[config.mk]
export PLATFORM = sky130hd
export DESIGN_NAME = uart_rx_fifo
export DESIGN_NICKNAME = d
export VERILOG_FILES = /design/src/rtl/uart_rx_fifo.sv
export SDC_FILE = /design/constraint.sdc
export NUM_CORES = 1
export LEC_CHECK = 0
export CELL_PAD_IN_SITES_DETAIL_PLACEMENT = 1
export CELL_PAD_IN_SITES_GLOBAL_PLACEMENT = 2
export CORE_ASPECT_RATIO = 1.2
export CORE_MARGIN = 5
export CORE_UTILIZATION = 50
export CTS_CLUSTER_SIZE = 8
export DETAILED_ROUTE_END_ITERATION = 7
export PLACE_DENSITY = 0.95
export SLEW_MARGIN = 20
export SYNTH_ARGS = -nofsm -noshare
export SYNTH_HDL_FRONTEND = slang
export SYNTH_SLANG_ARGS = --single-unit
[constraint.sdc]
create_clock -name clk_i -period 7.67 [get_ports clk_i]
set_clock_uncertainty 0.05 [all_clocks]
set_input_delay 1.534 -clock clk_i [delete_from_list [all_inputs] [get_ports clk_i]]
set_output_delay 1.534 -clock clk_i [all_outputs]
set_load 0.02 [all_outputs]
[src/rtl/uart_rx_fifo.sv]
//------------------------------------------------------------------------------
// uart_rx_fifo
//
// Receive-side byte buffer placed directly behind a UART receiver.
//  - Captures one byte per rising edge of the receiver's done strobe,
//    independent of how long the strobe stays high.
//  - Stores bytes in a circular buffer and presents the oldest entry
//    first-word-fall-through: rd_data_o is the head whenever empty_o=0.
//  - Drops a byte that arrives while the buffer is full (and nothing is
//    popped in that cycle), and raises a sticky overrun flag.
//
// Optional feature macro: UART_RX_FIFO_LEVEL_EN
//  When defined, adds level_o (entry count) and almost_full_o
//  (count >= AF_LEVEL). When undefined those ports do not exist and
//  AF_LEVEL has no effect on the logic.
//
// Parameters
//  DATA_W      byte width, must match the receiver
//  DEPTH_LOG2  log2 of the entry count (1..8)
//  AF_LEVEL    almost-full threshold in entries (macro build only)
//
// Ports
//  clk_i          system clock
//  rst_i          asynchronous active-high reset
//  rx_data_i      received byte
//  rx_done_i      receiver done strobe (level, one or more cycles)
//  rd_en_i        consumer pop request (ignored while empty)
//  clr_overrun_i  clears the sticky overrun flag
//  rd_data_o      head entry, valid while empty_o=0
//  empty_o        buffer holds no entries
//  full_o         buffer holds 2**DEPTH_LOG2 entries
//  overrun_o      sticky, at least one byte has been dropped
//  level_o        entry count (macro build only)
//  almost_full_o  level_o >= AF_LEVEL (macro build only)
//------------------------------------------------------------------------------
module uart_rx_fifo #(
   parameter int DATA_W     = 8,
   parameter int DEPTH_LOG2 = 4,
   parameter int AF_LEVEL   = 12
) (
   input  logic                  clk_i,
   input  logic                  rst_i,
   input  logic [DATA_W-1:0]     rx_data_i,
   input  logic                  rx_done_i,
   input  logic                  rd_en_i,
   input  logic                  clr_overrun_i,
   output logic [DATA_W-1:0]     rd_data_o,
   output logic                  empty_o,
   output logic                  full_o,
`ifdef UART_RX_FIFO_LEVEL_EN
   output logic [DEPTH_LOG2:0]   level_o,
   output logic                  almost_full_o,
`endif
   output logic                  overrun_o
);

   localparam int DEPTH = 1 << DEPTH_LOG2;
   localparam int CNT_W = DEPTH_LOG2 + 1;

   // Elaboration-time guard against unsupported configurations.
   if (DEPTH_LOG2 < 1 || DEPTH_LOG2 > 8 || AF_LEVEL < 0) begin : g_bad_cfg
      $error("uart_rx_fifo: DEPTH_LOG2 must be 1..8 and AF_LEVEL non-negative");
   end

   //---------------------------------------------------------------------------
   // State
   //---------------------------------------------------------------------------
   logic                  rx_done_q;
   logic [DEPTH_LOG2-1:0] wr_ptr_q, wr_ptr_d;
   logic [DEPTH_LOG2-1:0] rd_ptr_q, rd_ptr_d;
   logic [CNT_W-1:0]      count_q,  count_d;
   logic                  overrun_q, overrun_d;
   logic [DATA_W-1:0]     mem_q [DEPTH];

   //---------------------------------------------------------------------------
   // Control
   //---------------------------------------------------------------------------
   logic push;      // rising edge of the done strobe
   logic pop;       // accepted read
   logic wr_accept; // push that actually lands in storage
   logic drop;      // push lost because the buffer is full

   assign empty_o = (count_q == '0);
   assign full_o  = (count_q == CNT_W'(DEPTH));

   assign push = rx_done_i & ~rx_done_q;
   assign pop  = rd_en_i & ~empty_o;

   // When full, a simultaneous pop frees the head slot in the same cycle,
   // so the incoming byte can take it. Since wr_ptr == rd_ptr when full,
   // the write lands on the slot being popped; the combinational read
   // still returns the old head during this cycle.
   assign wr_accept = push & (~full_o | pop);
   assign drop      = push & full_o & ~pop;

   always_comb begin
      wr_ptr_d  = wr_ptr_q;
      rd_ptr_d  = rd_ptr_q;
      count_d   = count_q;
      overrun_d = overrun_q;

      if (wr_accept) begin
         wr_ptr_d = wr_ptr_q + 1'b1;
      end
      if (pop) begin
         rd_ptr_d = rd_ptr_q + 1'b1;
      end

      // Push and pop together leave the count unchanged. Empty blocks pop
      // and full blocks a lone push, so the count stays within 0..DEPTH.
      unique case ({wr_accept, pop})
         2'b10:   count_d = count_q + 1'b1;
         2'b01:   count_d = count_q - 1'b1;
         default: count_d = count_q;
      endcase

      // Set has priority over clear so a drop is never lost.
      if (drop) begin
         overrun_d = 1'b1;
      end else if (clr_overrun_i) begin
         overrun_d = 1'b0;
      end
   end

   always_ff @(posedge clk_i or posedge rst_i) begin
      if (rst_i) begin
         rx_done_q <= 1'b0;
         wr_ptr_q  <= '0;
         rd_ptr_q  <= '0;
         count_q   <= '0;
         overrun_q <= 1'b0;
      end else begin
         rx_done_q <= rx_done_i;
         wr_ptr_q  <= wr_ptr_d;
         rd_ptr_q  <= rd_ptr_d;
         count_q   <= count_d;
         overrun_q <= overrun_d;
      end
   end

   // Storage is deliberately not reset; empty_o guards any stale contents.
   always_ff @(posedge clk_i) begin
      if (wr_accept) begin
         mem_q[wr_ptr_q] <= rx_data_i;
      end
   end

   assign rd_data_o = mem_q[rd_ptr_q];
   assign overrun_o = overrun_q;

`ifdef UART_RX_FIFO_LEVEL_EN
   assign level_o       = count_q;
   assign almost_full_o = (count_q >= CNT_W'(AF_LEVEL));
`endif

endmodule
==> results of run 1 <==
## where the power goes
group	switching, µW	internal (µW)	total, µW
clock	334	456	790
sequential	56.0	920	976
combinational	424	357	781
## final cells by class
type	instances	area share, %
multi-input cells	150	22.7
inverters	11	0.604
well taps	157	2.87
flip-flops and latches	143	61.7
clock buffers	17	6.22
repair buffers	25	3.59
clock inverters	15	2.23
## how the worst max path moves through the flow
stage,cells after the start,start,slack [ns],to
4_1_cts,5,rd_ptr_q[0],3.09,rd_data_o[6]
3_3_place_gp,5,rd_ptr_q[0],3.64,rd_data_o[6]
3_5_place_dp,5,rd_ptr_q[0],3.56,rd_data_o[6]
5_1_grt,5,rd_ptr_q[0],2.97,rd_data_o[3]
2_1_floorplan,5,rd_ptr_q[0],4.40,rd_data_o[3]
6_report,5,rd_ptr_q[0],3.18,rd_data_o[6]
## tightest hold or removal path: stages, from the launching register on
cell and delay, ns:
dfrtp_1 0.38, inv_1 0.05, o21ai_0 0.06
## layout by cell type (no fill, tap or decap), drive strengths merged, types with 7 or more instances in the layout
| cell type | synthesis | final |
|---|---|---|
| nand2 | 22 | 22 |
| and2 | 15 | 15 |
| clkbuf | 5 | 17 |
| inv | 11 | 17 |
| xnor2 | 7 | 7 |
| edfxtp | 128 | 128 |
| clkdlybuf4s50 | 0 | 23 |
| mux4 | 32 | 32 |
| dfrtp | 15 | 15 |
| nor2 | 9 | 9 |
| ha | 8 | 8 |
| clkinv | 0 | 7 |
| a22oi | 16 | 16 |
## Yosys cell counts, types with 2 or more instances
| cell | instances |
|---|---|
| nor2_1 | 8 |
| o211ai_1 | 3 |
| a22oi_1 | 16 |
| nand3_1 | 2 |
| dfrtp_1 | 15 |
| nand2_1 | 22 |
| inv_1 | 11 |
| nand4_1 | 2 |
| edfxtp_1 | 128 |
| and3b_1 | 2 |
| and2_1 | 15 |
| buf_1 | 3 |
| xnor2_1 | 7 |
| nand2b_1 | 3 |
| clkbuf_1 | 5 |
| o21ai_0 | 4 |
| mux4_2 | 32 |
| buf_2 | 4 |
| ha_1 | 8 |
| a21oi_1 | 3 |
| nor2b_1 | 4 |
## metal layers
layer | vias up | global-route usage, %
li1 | 1316 | -
met1 | 1575 | 24.7
met2 | 83 | 35.0
met3 | 11 | 5.82
met4 | 0 | 5.13
met5 | - | 0
## logic make-up after synthesis
kind of cell               synth area share, %
AOI/OAI and AO/OA                         4.47
buffers and inverters                     1.75
xor gates and xnor gates                  1.19
DFF                                       71.8
and+or+nand+nor                           5.83
muxes                                     12.9
adders and majority gates                 2.04
## state kept, by name, indices dropped and copies added (netlist names)
signal	cells
rd_ptr_q	4
mem_q	128
wr_ptr_q	4
rx_done_q	1
count_q	5
overrun_o	1
## stage by stage
step	total power (µW)	setup slack (ns)	cell area (µm²)
floorplan	1520	4.40	5880
global placement	1750	3.64	6260
detailed placement	1780	3.56	6260
CTS	2570	3.09	6840
global route	2680	2.97	6840
finish	2550	3.18	6840
==> metrics.txt, run 1 <==
RSZ-0062 raised after global routing false; critical path's slowest cell mux4_2; width of the chip 109 µm; total detailed-routing wirelength 12.6 mm; Via density 5.76; fin util 59.1%; core area between 10000 and 15000 µm²; Clock transition at path regs 0.06 ns; initial antenna violation count 0; DP Wirelength 8.47 mm; met3 WL 537 µm; Post-synth EDFFs 128; total gr overflow 0; pwr dens 373 nW/µm²; Num CTS Buffers 17; number of global-route vias before repair 3293; Final GP Congestion 0.805; Max Cap Violations 0; wl on met1 about 5 mm; post-CTS setup buffers 0; DRT iter0 DRCs 243; area grow syn2layout 16.3%; total global-route track usage around a fifth; layout cells sized above 1 20.8%; Setup TNS 0 ns; Hold Path Sink overrun_o; Ports 24; Final nets 370; antenna viol nets, final 0; hold path depth 2; Buf/Inv on CP 2; synthesized flop and latch total 143; Highest Signal Layer met4; DR WL met2 6.85 mm; Die ar. 14000 µm²; cts hold-fix bufs 0; I/O Buffers 23; DRC viols 0; H-tree depth 4; antenna cell count 0; Worst-Skew Late Latency 0.41 ns; WL per Instance 24.3 µm; CP max stage delay 0.62 ns; Crit Path Category reg2out; worst r2r dst count_q[4]; CP delay by family, top buffers and inverters; Final Cycle Share 58.5%; hold slack 0.488 ns; initial core utilization about half; Max VDD drop 180 µV; P_leak around 0.0023 µW; Synth Flop Type edfxtp_1; area leader, netlist edfxtp_1; min-delay src overrun_o; TritonCTS clock tree done; Slew @ Worst Pin 0.912 ns; final hold vios 0; Critical Path End Type output pin; Pre-Repair DR Iteration Count 4; CP Cell Sequence buf_4, mux4_2, a22oi_1, nand2_1, clkdlybuf4s50_1; Slew HR 39.1%; pin count of the biggest net entering global routing 36; reg2reg setup slack 4.79 ns; first-pass GRT wire length 20.0 mm; register area about 4200 µm²; vias 2985; Synth area leaders edfxtp_1 65%, mux4_2 12%, dfrtp_1 6.4%, a22oi_1 2.0%, ha_1 1.7%; CTS max path bufs 2; Highest Clock Rate between 200 and 250 MHz; critical path peak fanout 35; critical path arrival 2.90 ns; post-synthesis cell type count 41; Layout fillers ~1000; async set or reset register ratio after synthesis 10.5%; syn avg cell area 18.5 µm²; Mapped Area 5880 µm²; Cell Count, Final, Fillers Out between 500 and 600; row cnt 43; Final setup viols 0; Post-Place Cells between 400 and 500; Cells after Synth between 300 and 400; Syn. warnings 0; hold crit path type reg2reg; fin crit period 4.49 ns; critical path required time 6.09 ns; status complete, no violations; area occupied by multi-input gates 1550 µm²; clock sinks 143; Reg-to-Reg Start count_q[1]; R2R depth 9; root buf cell clkbuf_16; Mapped Nets roughly 340; post-synth top area share 65.4%; Seq/Total Area, Yosys 71.8%; Max Slew Vio Count 0; die height ~130 µm; cts repair resizes 0; Worst Setup Start Kind flop
No activity file was read; power rests on OpenSTA's default activity.
==> run 2, diff against run 1 <==
--- a/config.mk
+++ b/config.mk
@@ -9,10 +9,10 @@
 export CELL_PAD_IN_SITES_GLOBAL_PLACEMENT = 2
 export CORE_ASPECT_RATIO = 1.2
 export CORE_MARGIN = 5
-export CORE_UTILIZATION = 50
+export CORE_UTILIZATION = 42
 export CTS_CLUSTER_SIZE = 8
 export DETAILED_ROUTE_END_ITERATION = 7
-export PLACE_DENSITY = 0.95
+export PLACE_DENSITY = 0.86
 export SLEW_MARGIN = 20
 export SYNTH_ARGS = -nofsm -noshare
 export SYNTH_HDL_FRONTEND = slang
==> constraint.sdc (replaced) <==
create_clock -name clk_i -period 3.95 [get_ports clk_i]
set_clock_uncertainty 0.05 [all_clocks]
set_input_delay 0.79 -clock clk_i [delete_from_list [all_inputs] [get_ports clk_i]]
set_output_delay 0.79 -clock clk_i [all_outputs]
set_load 0.02 [all_outputs]
==> run 2 against run 1 <==
Sequential power is 95% higher. Via count is 0.74% lower. Utilization is 8.6 points lower. Global-route usage down 3.5 points. Hold slack worse by 0.0040 ns. Die area grew 17%. Clock power is 130% higher. Clock-buffer cell count up 1. Wire length up 2.4%. First-iteration DRC count down 14%.
==> metrics.txt, run 2 (same netlist as run 1, synthesis figures left out) <==
Slew HR 47.1%; RSZ-0062 raised after global routing false; core area roughly 14000 µm²; hold crit path type reg2reg; Reg with most FFs mem_q; Cell Count, Final, Fillers Out 532; antenna viol nets, final 0; critical path required time ~3.1 ns; Buf/Inv on CP 2; critical path arrival 2.59 ns; cts hold-fix bufs 0; post-CTS setup buffers 0; status complete, no violations; Cell Int Power ~3700 µW; area grow syn2layout 18.3%; antenna cell count 0; Max Slew Vio Count 0; CP delay by family, top buffers and inverters; Max VDD drop roughly 360 µV; Via density 5.57; root buf cell clkbuf_16; pin count of the biggest net entering global routing 36; clock sinks ~140; clock share of power 34.4%; Ports 24; H-tree depth 4; layout cells sized above 1 20.5%; width of the chip 118 µm; Post-Place Cells 500; I/O Buffers 23; initial core utilization a little over two fifths; Final nets 370; cts repair resizes 0; Slew @ Worst Pin around 0.79 ns; Setup TNS 0 ns; Final Cycle Share 86.8%; initial antenna violation count 0; Worst-Skew Late Latency 0.41 ns; critical path's slowest cell mux4_2; commonest non-fill, non-tap cells in the layout 128 x edfxtp_1, 32 x mux4_2, 23 x clkdlybuf4s50_1, 22 x nand2_1, 17 x clkbuf_16; DRC viols 0; Clock transition at path regs roughly 0.06 ns; Crit Path Category reg2out; Worst Setup Start Kind flop; die height 140 µm; CTS max path bufs 2; Design Power ~5200 µW; final hold vios 0; most common cell after layout, fill and taps aside edfxtp_1; Sw Pwr around 1600 µW; top flop regs mem_q x128, count_q x5; DP Wirelength 8.48 mm; pwr dens 754 nW/µm²; fin util 50.5%; Final GP Congestion ~0.80; slack of the critical path approximately 0.52 ns; total detailed-routing wirelength 12.9 mm; row cnt 47; CP Cell Sequence buf_12, mux4_2, a22oi_1, nand2_1, clkdlybuf4s50_1; Die ar. ~16000 µm²; Largest register FFs 128; TritonCTS clock tree done; Final setup viols 0; Net Sw Frac between 20 and 30%; DRT iter0 DRCs 210; Pre-Repair DR Iteration Count 4; number of global-route vias before repair 3288; Reg power frac 36.2%; critical path peak fanout 35; combinational power share between 20% and 30%; Num CTS Buffers 17; total gr overflow 0; Worst Setup Slack post-DPL 0.722 ns; Highest Clock Rate roughly 290 MHz; total global-route track usage 16.6%; WL per Instance between 20 and 25 µm; reg2reg setup slack 1.07 ns; Max Cap Violations 0; CP max stage delay 0.56 ns; first-pass GRT wire length 20.6 mm; fin crit period 3.43 ns; Critical Path End Type output pin; P_leak 0.00233 µW; vias a little under 3000; Layout fillers about 1300
==> run 2: cell count changes in the layout (fill, tap and decap cells not counted), sizes merged <==
cell      previous run  this run
clkinvlp             1         2
inv                 17        13
clkbuf              17        18
bufinv               1         6
clkinv               7         4
==> run 2: tightest hold or removal path: stages, from the launching register on <==
cell	delay [ns]
dfrtp_1	0.38
inv_1	0.05
o21ai_0	0.06
==> run 2: final cells by class <==
class | count | area, µm² | area share, %
well taps | 171 | 214 | 3.08
inverters | 11 | 41.3 | 0.594
clock buffers | 18 | 429 | 6.17
flip-flops and latches | 143 | 4220 | 60.7
multi-input cells | 150 | 1550 | 22.4
repair buffers | 25 | 258 | 3.71
clock inverters | 14 | 236 | 3.40
==> run 2: metrics by stage <==
step	hold slack (ns)	instance area (µm²)
finish	0.484	6950
global route	0.513	6950
CTS	0.493	6950
detailed placement	0.476	6290
global placement	0.468	6290
floorplan	0.443	5880
==> run 2: path summary, 6_finish.rpt <==
check,end,depth (start not counted),start
min,overrun_o,2,overrun_o
max reg2reg,count_q[4],9,count_q[1]
min in group asynchronous,overrun_o,2,rst_i
min reg2reg,overrun_o,2,overrun_o
max,rd_data_o[0],5,rd_ptr_q[0]
max in group asynchronous,rd_ptr_q[0],2,rst_i
==> run 2: power groups by stage <==
stage | clock network (µW) | registers, µW | logic (µW)
after floorplan | 0 | 1890 | 1060
after global placement | 0 | 1920 | 1520
after detailed placement | 0 | 1930 | 1570
after CTS | 1820 | 1900 | 1580
after global routing | 1910 | 1910 | 1660
final | 1800 | 1900 | 1540
==> run 2: metal layers <==
metal | track usage [%] | part of all wire (%)
met1 | 21.1 | 42
met5 | 0 | 0
met2 | 29.1 | 54
met3 | 3.73 | 3.3
met4 | 3.86 | 1.2
